### config.mk
export PLATFORM = sky130hd
export DESIGN_NAME = lsu_dmem_ctrl_flat
export DESIGN_NICKNAME = d
export VERILOG_FILES = /design/src/rtl/lsu_dmem_ctrl_pkg.sv /design/src/rtl/lsu_dmem_ctrl_if.sv /design/src/rtl/lsu_dmem_ctrl_lane_align.sv /design/src/rtl/lsu_dmem_ctrl.sv /design/src/flat_wrapper.sv
export SDC_FILE = /design/constraint.sdc
export NUM_CORES = 1
export LEC_CHECK = 0
export CAP_MARGIN = 20
export CORE_MARGIN = 1.5
export CORE_UTILIZATION = 52
export CTS_CLUSTER_DIAMETER = 100
export DETAILED_ROUTE_END_ITERATION = 16
export GPL_TIMING_DRIVEN = 0
export HOLD_SLACK_MARGIN = 0.12
export PLACE_DENSITY_LB_ADDON = 0.12
export RECOVER_POWER = 100
export SLEW_MARGIN = 10
export SYNTH_ARGS = -nofsm -noshare
export SYNTH_HDL_FRONTEND = slang
export SYNTH_SLANG_ARGS = --single-unit
### constraint.sdc
create_clock -name clk -period 3.62 [get_ports clk]
set_input_delay 0.905 -clock clk [delete_from_list [all_inputs] [get_ports clk]]
set_output_delay 0.905 -clock clk [all_outputs]
set_load 0.03 [all_outputs]
### src/rtl/lsu_dmem_ctrl_pkg.sv
// Shared constants, state type and request-legality helper for the load/store data-memory controller.
package lsu_pkg;

  localparam int LANE_BYTES = 4;

  localparam logic [2:0] F3_B  = 3'b000;
  localparam logic [2:0] F3_H  = 3'b001;
  localparam logic [2:0] F3_W  = 3'b010;
  localparam logic [2:0] F3_BU = 3'b100;
  localparam logic [2:0] F3_HU = 3'b101;

  typedef enum logic [1:0] {
    IDLE = 2'b00,
    RD   = 2'b01,
    WR   = 2'b10,
    RESP = 2'b11
  } lsu_state_t;

  // Stores allow only B/H/W; loads additionally allow the unsigned B/H forms.
  function automatic logic f3_legal(input logic we, input logic [2:0] f3);
    logic ok;
    if (we) begin
      ok = (f3 == F3_B) || (f3 == F3_H) || (f3 == F3_W);
    end else begin
      ok = (f3 == F3_B) || (f3 == F3_H) || (f3 == F3_W) ||
           (f3 == F3_BU) || (f3 == F3_HU);
    end
    return ok;
  endfunction

endpackage

### src/rtl/lsu_dmem_ctrl_if.sv
// Request/response channel between the execute stage (master) and the LSU (slave).
interface lsu_dmem_ctrl_if #(
  parameter int DATA_WIDTH = 32,
  parameter int ADDR_WIDTH = 12
);
  logic                  req_valid;
  logic                  req_ready;
  logic                  req_we;
  logic [2:0]            req_funct3;
  logic [ADDR_WIDTH-1:0] req_addr;
  logic [DATA_WIDTH-1:0] req_wdata;
  logic                  resp_valid;
  logic [DATA_WIDTH-1:0] resp_rdata;
  logic                  resp_err;

  modport master (
    output req_valid, req_we, req_funct3, req_addr, req_wdata,
    input  req_ready, resp_valid, resp_rdata, resp_err
  );

  modport slave (
    input  req_valid, req_we, req_funct3, req_addr, req_wdata,
    output req_ready, resp_valid, resp_rdata, resp_err
  );
endinterface

### src/rtl/lsu_dmem_ctrl_lane_align.sv
// Byte-lane extraction/extension for loads and lane merge for sub-word stores.
module lsu_lane_align
  import lsu_pkg::*;
(
  input  logic [31:0] word,
  input  logic [1:0]  off,
  input  logic [2:0]  funct3,
  input  logic [31:0] wdata,
  output logic [31:0] load_data,
  output logic [31:0] store_word
);

  logic [7:0]  byte_s;
  logic [15:0] half_s;

  // Select the addressed lane(s) and extend per funct3.
  always_comb begin
    byte_s = word[{off, 3'b000} +: 8];
    half_s = word[{off[1], 4'b0000} +: 16];
    case (funct3)
      F3_B:    load_data = {{24{byte_s[7]}}, byte_s};
      F3_BU:   load_data = {24'h000000, byte_s};
      F3_H:    load_data = {{16{half_s[15]}}, half_s};
      F3_HU:   load_data = {16'h0000, half_s};
      F3_W:    load_data = word;
      default: load_data = 32'h0000_0000;
    endcase
  end

  // Replace the target lane(s) of the read word with right-justified store data.
  always_comb begin
    store_word = word;
    case (funct3[1:0])
      2'b00:   store_word[{off, 3'b000} +: 8] = wdata[7:0];
      2'b01:   store_word[{off[1], 4'b0000} +: 16] = wdata[15:0];
      default: store_word = wdata;
    endcase
  end

endmodule

### src/rtl/lsu_dmem_ctrl.sv
// Load/store controller between the RV32I execute stage and d_mem; sub-word stores are read-modify-write.
// Build option MISALIGN_TRAP_EN: trap misaligned half/word accesses instead of forcing natural alignment.
module lsu_dmem_ctrl
  import lsu_pkg::*;
#(
  parameter int DATA_WIDTH = 32,
  parameter int ADDR_WIDTH = 12
) (
  input  logic                  clk,
  input  logic                  rst,
  lsu_dmem_ctrl_if.slave        bus,
  output logic                  mem_ren,
  output logic                  mem_wen,
  output logic [ADDR_WIDTH-1:0] mem_add,
  input  logic [DATA_WIDTH-1:0] mem_rdata,
  output logic [DATA_WIDTH-1:0] mem_wdata
);

  lsu_state_t            state_r, state_s;
  logic                  we_r, we_s;
  logic [2:0]            f3_r, f3_s;
  logic [1:0]            off_r, off_s;
  logic [ADDR_WIDTH-1:0] add_r, add_s;
  logic [DATA_WIDTH-1:0] wdata_r, wdata_s;
  logic                  ren_r, ren_s;
  logic                  wen_r, wen_s;
  logic [DATA_WIDTH-1:0] mwdata_r, mwdata_s;
  logic                  rvalid_r, rvalid_s;
  logic                  rerr_r, rerr_s;
  logic [DATA_WIDTH-1:0] rdata_r, rdata_s;
  logic [1:0]            req_off_s;
  logic                  err_s;
  logic [DATA_WIDTH-1:0] load_data_s, store_word_s;

  lsu_lane_align u_align (
    .word       (mem_rdata),
    .off        (off_r),
    .funct3     (f3_r),
    .wdata      (wdata_r),
    .load_data  (load_data_s),
    .store_word (store_word_s)
  );

  // Request decode: effective lane offset and the error condition.
  always_comb begin
    case (bus.req_funct3[1:0])
      2'b00:   req_off_s = bus.req_addr[1:0];
      2'b01:   req_off_s = {bus.req_addr[1], 1'b0};
      default: req_off_s = 2'b00;
    endcase
`ifdef MISALIGN_TRAP_EN
    case (bus.req_funct3[1:0])
      2'b00:   err_s = !f3_legal(bus.req_we, bus.req_funct3);
      2'b01:   err_s = !f3_legal(bus.req_we, bus.req_funct3) || bus.req_addr[0];
      default: err_s = !f3_legal(bus.req_we, bus.req_funct3) || (|bus.req_addr[1:0]);
    endcase
`else
    err_s = !f3_legal(bus.req_we, bus.req_funct3);
`endif
  end

  // Next-state and next-output logic; every output is a flop loaded from here.
  always_comb begin
    state_s  = state_r;
    we_s     = we_r;
    f3_s     = f3_r;
    off_s    = off_r;
    add_s    = add_r;
    wdata_s  = wdata_r;
    mwdata_s = mwdata_r;
    ren_s    = 1'b0;
    wen_s    = 1'b0;
    rvalid_s = 1'b0;
    rerr_s   = 1'b0;
    rdata_s  = {DATA_WIDTH{1'b0}};
    case (state_r)
      IDLE: begin
        if (bus.req_valid) begin
          we_s    = bus.req_we;
          f3_s    = bus.req_funct3;
          off_s   = req_off_s;
          add_s   = {bus.req_addr[ADDR_WIDTH-1:2], 2'b00};
          wdata_s = bus.req_wdata;
          if (err_s) begin
            state_s  = RESP;
            rvalid_s = 1'b1;
            rerr_s   = 1'b1;
          end else if (bus.req_we && (bus.req_funct3 == F3_W)) begin
            state_s  = WR;
            wen_s    = 1'b1;
            mwdata_s = bus.req_wdata;
          end else begin
            state_s = RD;
            ren_s   = 1'b1;
          end
        end else begin
          state_s = IDLE;
        end
      end
      RD: begin
        if (we_r) begin
          state_s  = WR;
          wen_s    = 1'b1;
          mwdata_s = store_word_s;
        end else begin
          state_s  = RESP;
          rvalid_s = 1'b1;
          rdata_s  = load_data_s;
        end
      end
      WR: begin
        state_s  = RESP;
        rvalid_s = 1'b1;
      end
      RESP:    state_s = IDLE;
      default: state_s = IDLE;
    endcase
  end

  // State and output registers with synchronous reset.
  always_ff @(posedge clk) begin
    if (rst) begin
      state_r  <= IDLE;
      we_r     <= 1'b0;
      f3_r     <= 3'b000;
      off_r    <= 2'b00;
      add_r    <= {ADDR_WIDTH{1'b0}};
      wdata_r  <= {DATA_WIDTH{1'b0}};
      mwdata_r <= {DATA_WIDTH{1'b0}};
      ren_r    <= 1'b0;
      wen_r    <= 1'b0;
      rvalid_r <= 1'b0;
      rerr_r   <= 1'b0;
      rdata_r  <= {DATA_WIDTH{1'b0}};
    end else begin
      state_r  <= state_s;
      we_r     <= we_s;
      f3_r     <= f3_s;
      off_r    <= off_s;
      add_r    <= add_s;
      wdata_r  <= wdata_s;
      mwdata_r <= mwdata_s;
      ren_r    <= ren_s;
      wen_r    <= wen_s;
      rvalid_r <= rvalid_s;
      rerr_r   <= rerr_s;
      rdata_r  <= rdata_s;
    end
  end

  // The write strobe is masked by reset so an abandoned store never lands in memory.
  assign mem_wen        = wen_r & ~rst;
  assign mem_ren        = ren_r;
  assign mem_add        = add_r;
  assign mem_wdata      = mwdata_r;
  assign bus.req_ready  = (state_r == IDLE);
  assign bus.resp_valid = rvalid_r;
  assign bus.resp_rdata = rdata_r;
  assign bus.resp_err   = rerr_r;

endmodule

### src/flat_wrapper.sv
// flat-port wrapper written by rule: the top's interface ports become plain ports
module lsu_dmem_ctrl_flat import lsu_pkg::*;
#(
  parameter int DATA_WIDTH = 32,
  parameter int ADDR_WIDTH = 12
)
  (clk, rst, mem_ren, mem_wen, mem_add, mem_rdata, mem_wdata, bus_req_valid, bus_req_we, bus_req_funct3, bus_req_addr, bus_req_wdata, bus_req_ready, bus_resp_valid, bus_resp_rdata, bus_resp_err);
  lsu_dmem_ctrl_if #(.DATA_WIDTH(DATA_WIDTH), .ADDR_WIDTH(ADDR_WIDTH)) bus_i ();
  input  logic clk;
  input  logic rst;
  output logic mem_ren;
  output logic mem_wen;
  output logic [ADDR_WIDTH-1:0] mem_add;
  input  logic [DATA_WIDTH-1:0] mem_rdata;
  output logic [DATA_WIDTH-1:0] mem_wdata;
  input wire logic [$bits(bus_i.req_valid)-1:0] bus_req_valid;
  input wire logic [$bits(bus_i.req_we)-1:0] bus_req_we;
  input wire logic [$bits(bus_i.req_funct3)-1:0] bus_req_funct3;
  input wire logic [$bits(bus_i.req_addr)-1:0] bus_req_addr;
  input wire logic [$bits(bus_i.req_wdata)-1:0] bus_req_wdata;
  output wire logic [$bits(bus_i.req_ready)-1:0] bus_req_ready;
  output wire logic [$bits(bus_i.resp_valid)-1:0] bus_resp_valid;
  output wire logic [$bits(bus_i.resp_rdata)-1:0] bus_resp_rdata;
  output wire logic [$bits(bus_i.resp_err)-1:0] bus_resp_err;
  assign bus_i.req_valid = bus_req_valid;
  assign bus_i.req_we = bus_req_we;
  assign bus_i.req_funct3 = bus_req_funct3;
  assign bus_i.req_addr = bus_req_addr;
  assign bus_i.req_wdata = bus_req_wdata;
  assign bus_req_ready = bus_i.req_ready;
  assign bus_resp_valid = bus_i.resp_valid;
  assign bus_resp_rdata = bus_i.resp_rdata;
  assign bus_resp_err = bus_i.resp_err;
  lsu_dmem_ctrl #(.DATA_WIDTH(DATA_WIDTH), .ADDR_WIDTH(ADDR_WIDTH)) u_core (.clk(clk), .rst(rst), .bus(bus_i), .mem_ren(mem_ren), .mem_wen(mem_wen), .mem_add(mem_add), .mem_rdata(mem_rdata), .mem_wdata(mem_wdata));
endmodule
; ---- Word level (Yosys, flattened, before mapping)
; Index checks and enable logic that the tools add are counted.
[totals]
reg_bits = 118
inputBits = 83
out_inout_bits = 81
word_cells = 85
[classes]
add_sub_neg = 2
n_eq_ne = 17
shifts = 6
n_mux = 26
n_bitwise = 6
n_reduce_logical = 16
[ops]
columns = op, count
row1 = $pmux 32 s5, 1
row2 = $mux 32, 4
row3 = $pmux 32 s2, 2
row4 = $bwmux 32, 2
row5 = $shift 16x7->32 const A, 1
row6 = $shift 8x7->32 const A, 1
row7 = $shiftx 16x7->32, 1
row8 = $shiftx 32x6->16, 1
row9 = $shiftx 32x6->8, 1
row10 = $shiftx 8x7->32, 1
row11 = $neg 5->7, 2
row12 = $eq 3x3->1 const B, 4
row13 = $mux 1, 10
row14 = $pmux 2 s4, 1
row15 = $eq 2x1->1 const B, 3
row16 = $eq 3x1->1 const B, 2
row17 = $eq 3x2->1 const B, 2
row18 = $logic_not 2->1, 3
row19 = $logic_not 3->1, 2
row20 = $mux 2, 3
row21 = $ne 2x1->1 const B, 3
row22 = $not 1->1, 5
row23 = $reduce_and 5->1, 1
row24 = $eq 2x2->1 const B, 2
row25 = 12 further kinds, 15

; ---- Longest topological paths before layout
[logic_depth]
depth_word = 9
ltp_mapped = 10
ltp_nobuf = 6

; ---- Modules after synthesis
; From an unflattened synthesis, not the netlist that was laid out.
[unflattened]
hier_cells = 682
hier_area_um2 = 6108.4
[modules_own_cells]
columns = mod, n_inst, cells_each, area_each_um2, seq_area_each_um2
row1 = lsu_dmem_ctrl, 1, 440, 4374.2, 2362.3
row2 = lsu_lane_align, 1, 242, 1734.2, 0.0

; ---- Least setup slack after synthesis
; OpenSTA, ideal clock, no wires.
[synth_path]
path_kind = input to output
from = input port rst
to = output port mem_wen
arrival_time_ns = 1.704
t_required_ns = 2.715
setup_slack_ns = 1.011
cell_stages = 3
n_path_buf = 2
cell_sequence = clkbuf_1 clkbuf_1 nor2b_1
[synth_between]
elab_chain_cells = 2
[synth_rtl]
columns = element, line_no
row1 = from (decl), flat_wrapper.sv:10  ; input logic rst;
row2 = $not 1->1, lsu_dmem_ctrl.sv:152  ; assign mem_wen = wen_r & ~rst;
row3 = $and 1x1->1, lsu_dmem_ctrl.sv:152
row4 = to (decl), flat_wrapper.sv:12  ; output logic mem_wen;
; Every way passes these cells.

; ---- Final worst setup path
[layout_path]
from = register u_core.off_r[1]
to = register u_core.mwdata_r[29], in the netlist u_core.mem_wdata[29]
[layout_between]
elab_chain_cells = 6
elab_cells_between_ends = 11
classes_between = add/sub: 2 / shift: 4 / mux: 5
[layout_rtl]
columns = element, line_no
row1 = from (decl), lsu_dmem_ctrl.sv:22  ; logic [1:0] off_r, off_s;
row2 = from (signal assigned), lsu_dmem_ctrl.sv:139  ; off_r <= off_s;
row3 = "$neg 5->7, on equally long branches", "lsu_dmem_ctrl_lane_align.sv:35, lsu_dmem_ctrl_lane_align.sv:34"
row4 = "$shiftx 16x7->32, or another cell as far along", lsu_dmem_ctrl_lane_align.sv:35  ; 2'b01: store_word[{off[1], 4'b0000} +: 16] = wdata[15:0];
row5 = "$bwmux 32, on equally long branches", "lsu_dmem_ctrl_lane_align.sv:35, lsu_dmem_ctrl_lane_align.sv:34"
row6 = $pmux 32 s2 (*), lsu_dmem_ctrl_lane_align.sv:33  ; case (funct3[1:0])
row7 = $mux 32 (*), lsu_dmem_ctrl.sv:101  ; if (we_r) begin
row8 = $pmux 32 s2 (*), lsu_dmem_ctrl.sv:76  ; case (state_r)
row9 = to (signal assigned), lsu_dmem_ctrl.sv:129  ; mwdata_r <= {DATA_WIDTH{1'b0}};
row10 = to (signal assigned), lsu_dmem_ctrl.sv:142  ; mwdata_r <= mwdata_s;
row11 = to (decl), lsu_dmem_ctrl.sv:27  ; logic [DATA_WIDTH-1:0] mwdata_r, mwdata_s;
; Mark *: on every way between the ends. The rest lies on a longest branch, timed or not. The select of a mux whose other input is x is not followed.
; A chain may end at the register's enable or synchronous reset.

==> summary.json <==
{
  "place": {
    "gp_congestion": 0.956,
    "port-buffer-count": 160,
    "pre_cts_ws_ns": 0.417,
    "dp_hpwl_microns": 15800
  },
  "sta": {
    "fin_worst_skew_ns": 0.00405,
    "number_of_max_slew_violations_in_the_final_report": 0,
    "slew_at_the_pin_closest_to_its_max_slew_limit_ns": 0.800,
    "fmax_ghz": 0.299,
    "timing.hold.ws_ns": 0.458,
    "finalSetupViolations": 0,
    "post-route-period-util_pct": 92.2,
    "finalWorstPathRequiredPeriod_ns": 3.34,
    "finalHoldViolations": 0,
    "final.setup.tns_ns": 0,
    "worst_setup_slack_after_layout_ns": 0.281,
    "rsz0062_at_grt": "false",
    "slew_headroom_pct": 46.2
  },
  "power_and_ir_drop": {
    "fin_total_pwr_mw": 4.08,
    "comb_power_share_pct": 21.8,
    "power.share.switching_pct": 30.2,
    "total_leakage_power_nw": 3.11,
    "p_int_mw": 2.85,
    "netSwitchingPower_mw": 1.23,
    "ir_worst_vdd_mv": 0.394,
    "clock_power_share_pct": 42.6,
    "power_density_nw_per_um2": 503,
    "share_seq_of_total_power_pct": 35.6
  },
  "routing": {
    "drt_first_iter_violations": 742,
    "via_total_after_detailed_routing": 6446,
    "drt_antenna_net_count": 0,
    "wire_per_inst_microns": 20.1,
    "postRouteWirelength_microns": 21100,
    "drtPass1Iterations": 5,
    "drc": 0,
    "vias_per_cell": 6.13
  },
  "synth": {
    "syn-cell-area_sq_um": 5730,
    "synth_edf_count": 0,
    "syn_area_per_cell_sq_um": 7.98,
    "ys_seq_area_share_pct": 41.2,
    "synthFlopType": "dfxtp_1",
    "proportion_of_netlist_area_held_by_the_largest_area_contributor_pct": 41.2,
    "synth_cell_type_count": 63,
    "synth_async_sr_flop_share_pct": 0,
    "synthDominantAreaCellType": "dfxtp_1",
    "postSynthCellCount": 718,
    "netlist_top_cells_area": "dfxtp_1 41%, nand2_1 9.5%, a21oi_1 8.6%, a32o_1 3.1%, clkbuf_1 2.8%",
    "synthesis.yosys.warnings": 0,
    "yosys_register_bits": 118
  },
  "job": {
    "timing.max_cap.violations": 0
  },
  "floorplan": {
    "floorplan.die.height_microns": 108,
    "die-width_microns": 108,
    "initial_util_pct": 53.1,
    "rows": 38,
    "dieArea_sq_um": 11700,
    "pin_count": 164,
    "core_region_area_sq_um": 10800
  },
  "min_path": {
    "min_path_type": "register to register"
  },
  "cts": {
    "cts_buffers": 17,
    "post_cts.repair.setup_buffers": 0,
    "clock_sinks": 118,
    "tritoncts": "yes",
    "cts-root-buf": "clkbuf_8",
    "number_of_buffers_inserted_for_hold_repair_after_clock_tree_synthesis": 0,
    "ctsLongestPathBuffers": 2,
    "cts_repair_resize_count": 0,
    "clkLatencyLatePin_ns": 0.54,
    "cts.reportedPaths.clkPinSlew_ns": 0.06,
    "htree_depth": 4
  },
  "critical_path": {
    "crit_required_ns": 4.03,
    "worstPathArrival_ns": 3.75,
    "critPathSlowestCell": "a211oi_1",
    "timing.critical_path.slowest_cell_delay_ns": 0.64,
    "worst-path-max-fanout": 10,
    "crit_path_start_kind": "register",
    "crit_chain": "clkbuf_1 -> clkbuf_1 -> inv_1 -> ha_1 -> nor2b_1 -> and3_1 -> clkbuf_1 -> a211oi_1 -> o41ai_4",
    "worst_setup_path_end_kind": "register",
    "timing.critical_path.max_delay_family": "buffers and inverters",
    "crit_top_cell": "clkbuf_1",
    "path_buf_inv": 4,
    "path_class": "register to register"
  },
  "status": {
    "run_status": "finished clean"
  },
  "final_layout": {
    "nNetsFinal": 990,
    "synthesis_to_layout_area_growth_pct": 41.5,
    "drive_gt1_share_pct": 6.70,
    "final.fill_count": 774,
    "layout.core_utilization_pct": 75.2,
    "antenna-diode-count": 0,
    "final_common_cell": "nand2_1",
    "most_used_cells_in_the_layout_excluding_fill_and_tap_cells": "145 x nand2_1, 118 x dfxtp_1, 99 x a21oi_1"
  },
  "global_route": {
    "grtUsageTotal_pct": 36.7,
    "first_pass_grt_wire_length_microns": 32400,
    "antenna_violations_before_repair": 0,
    "grt_start_max_net_pins": 17,
    "grt_pass1_vias": 6041,
    "globalRoute.totalOverflow": 0
  }
}
## state kept, by name (all words and copies together), names as in the netlist
register	count
u_core.we_r	1
u_core.mem_add	10
u_core.state_r	2
u_core.bus.resp_valid	1
u_core.bus.resp_rdata	32
u_core.mem_wdata	32
u_core.f3_r	3
u_core.mem_ren	1
u_core.wdata_r	32
u_core.bus.resp_err	1
u_core.wen_r	1
u_core.off_r	2
## worst register-to-register path, delay by kind of cell, from the launching register on
kind / cells / cell delay [ns]
buffers and inverters: 4 / 1.37
AO/OA/AOI/OAI: 2 / 0.77
adder cells (fa/ha/maj): 1 / 0.41
flip-flops: 1 / 0.38
AND/OR/NAND/NOR: 2 / 0.28
## stage by stage
step	instance area (sq um)	std cells
after floorplan	5740	719
after global placement	7510	1019
after detailed placement	7510	1019
after CTS	8120	1051
after global routing	8110	1051
final	8110	1051
## logic make-up after synthesis
logic type | count (synthesis) | share of synthesized area, %
and+or+nand+nor | 252 | 20.3
AOI/OAI and AO/OA | 239 | 28.0
DFF | 118 | 41.2
buffers and inverters | 89 | 6.48
muxes | 10 | 2.03
adders and majority gates | 9 | 1.96
other | 1 | 0.0654
## power by group through the flow
stage               Clock, mW  Sequential, mW  Combinational [mW]
floorplan                   0            1.56               0.416
global placement            0            1.47               0.867
detailed placement          0            1.48               0.883
CTS                      1.74            1.45               0.893
global route             1.80            1.46               0.942
finish                   1.74            1.45               0.889
## cell usage after synthesis, drive strengths merged (2+ instances only)
cell type and n:
o211ai 6, o31ai 8, o41ai 6, nand4 10
nor2 27, and3b 3, nand2b 6, o21ai 32
mux2i 6, or2 2, clkbuf 43, buf 25
nand2 145, dfxtp 118, o32ai 8, nor3 3
a211oi 8, and2 8, ha 9, a21oi 99
a32oi 2, o22a 2, o21bai 3, inv 21
nor4 9, a22oi 14, a32o 18, nand3 20
nor2b 8, a31o 7, a221oi 8, nor3b 2
nor4bb 2, and3 3, o2111ai 8, mux2 3
## path summary, 6_finish.rpt
| path | startpoint | end | slack [ns] | cells after the start |
|---|---|---|---|---|
| worst max-delay path | u_core.off_r[1] | u_core.mem_wdata[29] | 0.28 | 9 |
| worst min-delay path | u_core.wdata_r[16] | u_core.wdata_r[16] | 0.46 | 2 |
| worst min register to register | u_core.wdata_r[16] | u_core.wdata_r[16] | 0.46 | 2 |
| worst max register to register | u_core.off_r[1] | u_core.mem_wdata[29] | 0.28 | 9 |
## layer usage
metal / up-vias / global-route usage (%) / share of wire [%]
li1: 2951 / - / -
met1: 3018 / 48.2 / 41
met2: 423 / 59.7 / 46
met3: 54 / 7.41 / 9.5
met4: 0 / 13.8 / 2.8
met5: - / 0 / 0
## final cells by class
type,instances,area (sq um),share of cell area [%]
plain buffers,68,285,3.52
clock buffers,19,432,5.32
clock inverters,13,179,2.21
inverters,21,78.8,0.972
well taps,140,175,2.16
multi-input cells,512,3000,37.0
flip-flops and latches,118,2360,29.1
repair buffers,160,1600,19.7
No activity file was read; power rests on OpenSTA's default activity.
==> edit (same flow settings) <==
The 4 states of `lsu_state_t` get a Gray code encoding in 2 bits.
--- a/src/rtl/lsu_dmem_ctrl_pkg.sv
+++ b/src/rtl/lsu_dmem_ctrl_pkg.sv
@@ -14,4 +14,4 @@
     RD   = 2'b01,
-    WR   = 2'b10,
-    RESP = 2'b11
+    WR   = 2'b11,
+    RESP = 2'b10
   } lsu_state_t;
Formal check against the unedited RTL: same outputs for any inputs over 4 cycles, from zero or initial values and one cycle with rst high; so few cycles prove little.
==> edit against the unedited design <==
- non-clock buffer count shrank 16
- final area shrank 3.8%
- power shrank 7.4%
- sequential cell count is the same
- area after synthesis shrank 5.7%
- register-to-register slack gained 0.47 ns
- synthesized cell count shrank 12%
- wire length shrank 5.9%
- setup slack lost 0.078 ns
- highest routed layer unchanged
==> edit: results <==
group,metric,value,unit
clock_tree,cts_root_buf,"clkbuf_8",
global_route,grt_max_degree,17,
logic_synthesis,synth_compound_area_share,25.8,%
clock_tree,cts_inserted_buffers,17,
placed_design,hpwl,14.7,mm
pwr,vdd_drop_max,358,uV
clock_tree,cts_setup_buffers,0,
timing,clock-skew-final,0.0121,ns
detailed_routing,first_pass_iters,7,
cells_and_area,layout-drive-gt1-share,8.72,%
cells_and_area,fin_nets,903,
outcome,status,"finished, final reports clean",
timing,relSlewSlack,21.6,%
global_route,track_usage,36.1,%
pwr,internal-power,0.00280,W
detailed_routing,num_vias,5886,
logic_synthesis,ys_top_cells_by_count,"118 x dfxtp_1, 117 x nand2_1, 76 x a21oi_1, 45 x nor2_1, 37 x inv_1",
global_route,antenna_found_initial,0,
logic_synthesis,yosys-top-cells-area,"dfxtp_1 44%, nand2_1 8.1%, a21oi_1 7.0%, a221oi_1 5.2%, o32ai_1 5.2%",
global_route,grt_pass1_vias,5600,
logic_synthesis,synth-adder-area-share,1.16,%
logic_synthesis,yosysSeqAreaShare,43.7,%
critical_path,path_max_fanout,10,
placed_design,io_buffers,161,
placed_design,place_congestion,0.944,
logic_synthesis,synthArstFlopShare,0,%
clock_tree,clockBufferDepth,2,
min_path,hold_class,"flip-flop to flip-flop",
pwr,power_leakage,3.06,nW
logic_synthesis,yosys_warnings,0,
logic_synthesis,synth_top_family_by_area,"compound AO/OA/AOI/OAI gates",
clock_tree,cts_resized,0,
global_route,grt_pass1_wl,30.5,mm
logic_synthesis,synth_xor_area_share,0,%
detailed_routing,drt_iter0_markers,574,
clock_tree,clock_latency,0.54,ns
clock_tree,cts-htree-levels,4,
logic_synthesis,synth-main-ff-cell,"dfxtp_1",
cells_and_area,nFillCells,700,
logic_synthesis,synth_cell_types,42,
logic_synthesis,synth.area.mux_share,5.42,%
detailed_routing,wl,19.8,mm
clock_tree,cts.reportedPaths.clkPinSlew,0.06,ns
placed_design,dp_slack,0.202,ns
cells_and_area,n_antenna_cell,0,
## edit: layout make-up
class / instances / area (sq um) / area share (%)
buffer: 51 / 234 / 3.00
clock buffer: 21 / 449 / 5.76
clock inverter: 9 / 175 / 2.25
inverter: 37 / 139 / 1.78
multi-input combinational: 429 / 2660 / 34.1
sequential: 118 / 2360 / 30.3
tap: 136 / 170 / 2.18
timing repair buffer: 161 / 1610 / 20.7
## edit: kinds of logic after synthesis
| logic type | after synthesis |
|---|---|
| simple gates | 205 |
| compound gates | 192 |
| flops | 118 |
| buf+inv | 88 |
| mux | 25 |
| fa+ha+maj | 5 |
| other cells | 1 |
## edit: power by group through the flow
stage | registers [W] | clock network (W) | logic (W)
6_report | 0.00141 | 0.00180 | 0.000574
5_1_grt | 0.00141 | 0.00186 | 0.000610
4_1_cts | 0.00140 | 0.00179 | 0.000572
3_5_place_dp | 0.00143 | 0 | 0.000564
3_3_place_gp | 0.00143 | 0 | 0.000550
2_1_floorplan | 0.00146 | 0 | 0.000265
## edit: per-layer routing
layer	global-route usage (%)	share of wire [%]
met1	45.1	39
met5	0	0
met4	18.8	4.3
met3	7.74	9.7
met2	58.4	47
## edit: path summary, 6_finish.rpt
| check | start | to | slack, ns | cells after the start |
|---|---|---|---|---|
| max | rst | mem_wen | 0.20 | 4 |
| min | u_core.mem_wdata[10] | u_core.mem_wdata[10] | 0.45 | 2 |
| max reg2reg | u_core.off_r[1] | u_core.mem_wdata[31] | 0.75 | 8 |
| min reg2reg | u_core.mem_wdata[10] | u_core.mem_wdata[10] | 0.45 | 2 |
## edit: worst max-delay path, stage by stage
cell and delay (ns):
clkdlybuf4s50_1 0.50, clkbuf_1 0.41, nor2b_1 0.09, clkdlybuf4s50_1 0.61
## edit: stage by stage
step                std cells  instance area (sq um)  hold WS, ns
global placement          932                   7190        0.441
finish                    962                   7800        0.449
CTS                       962                   7820        0.454
global route              962                   7800        0.469
floorplan                 635                   5410        0.436
detailed placement        932                   7190        0.444
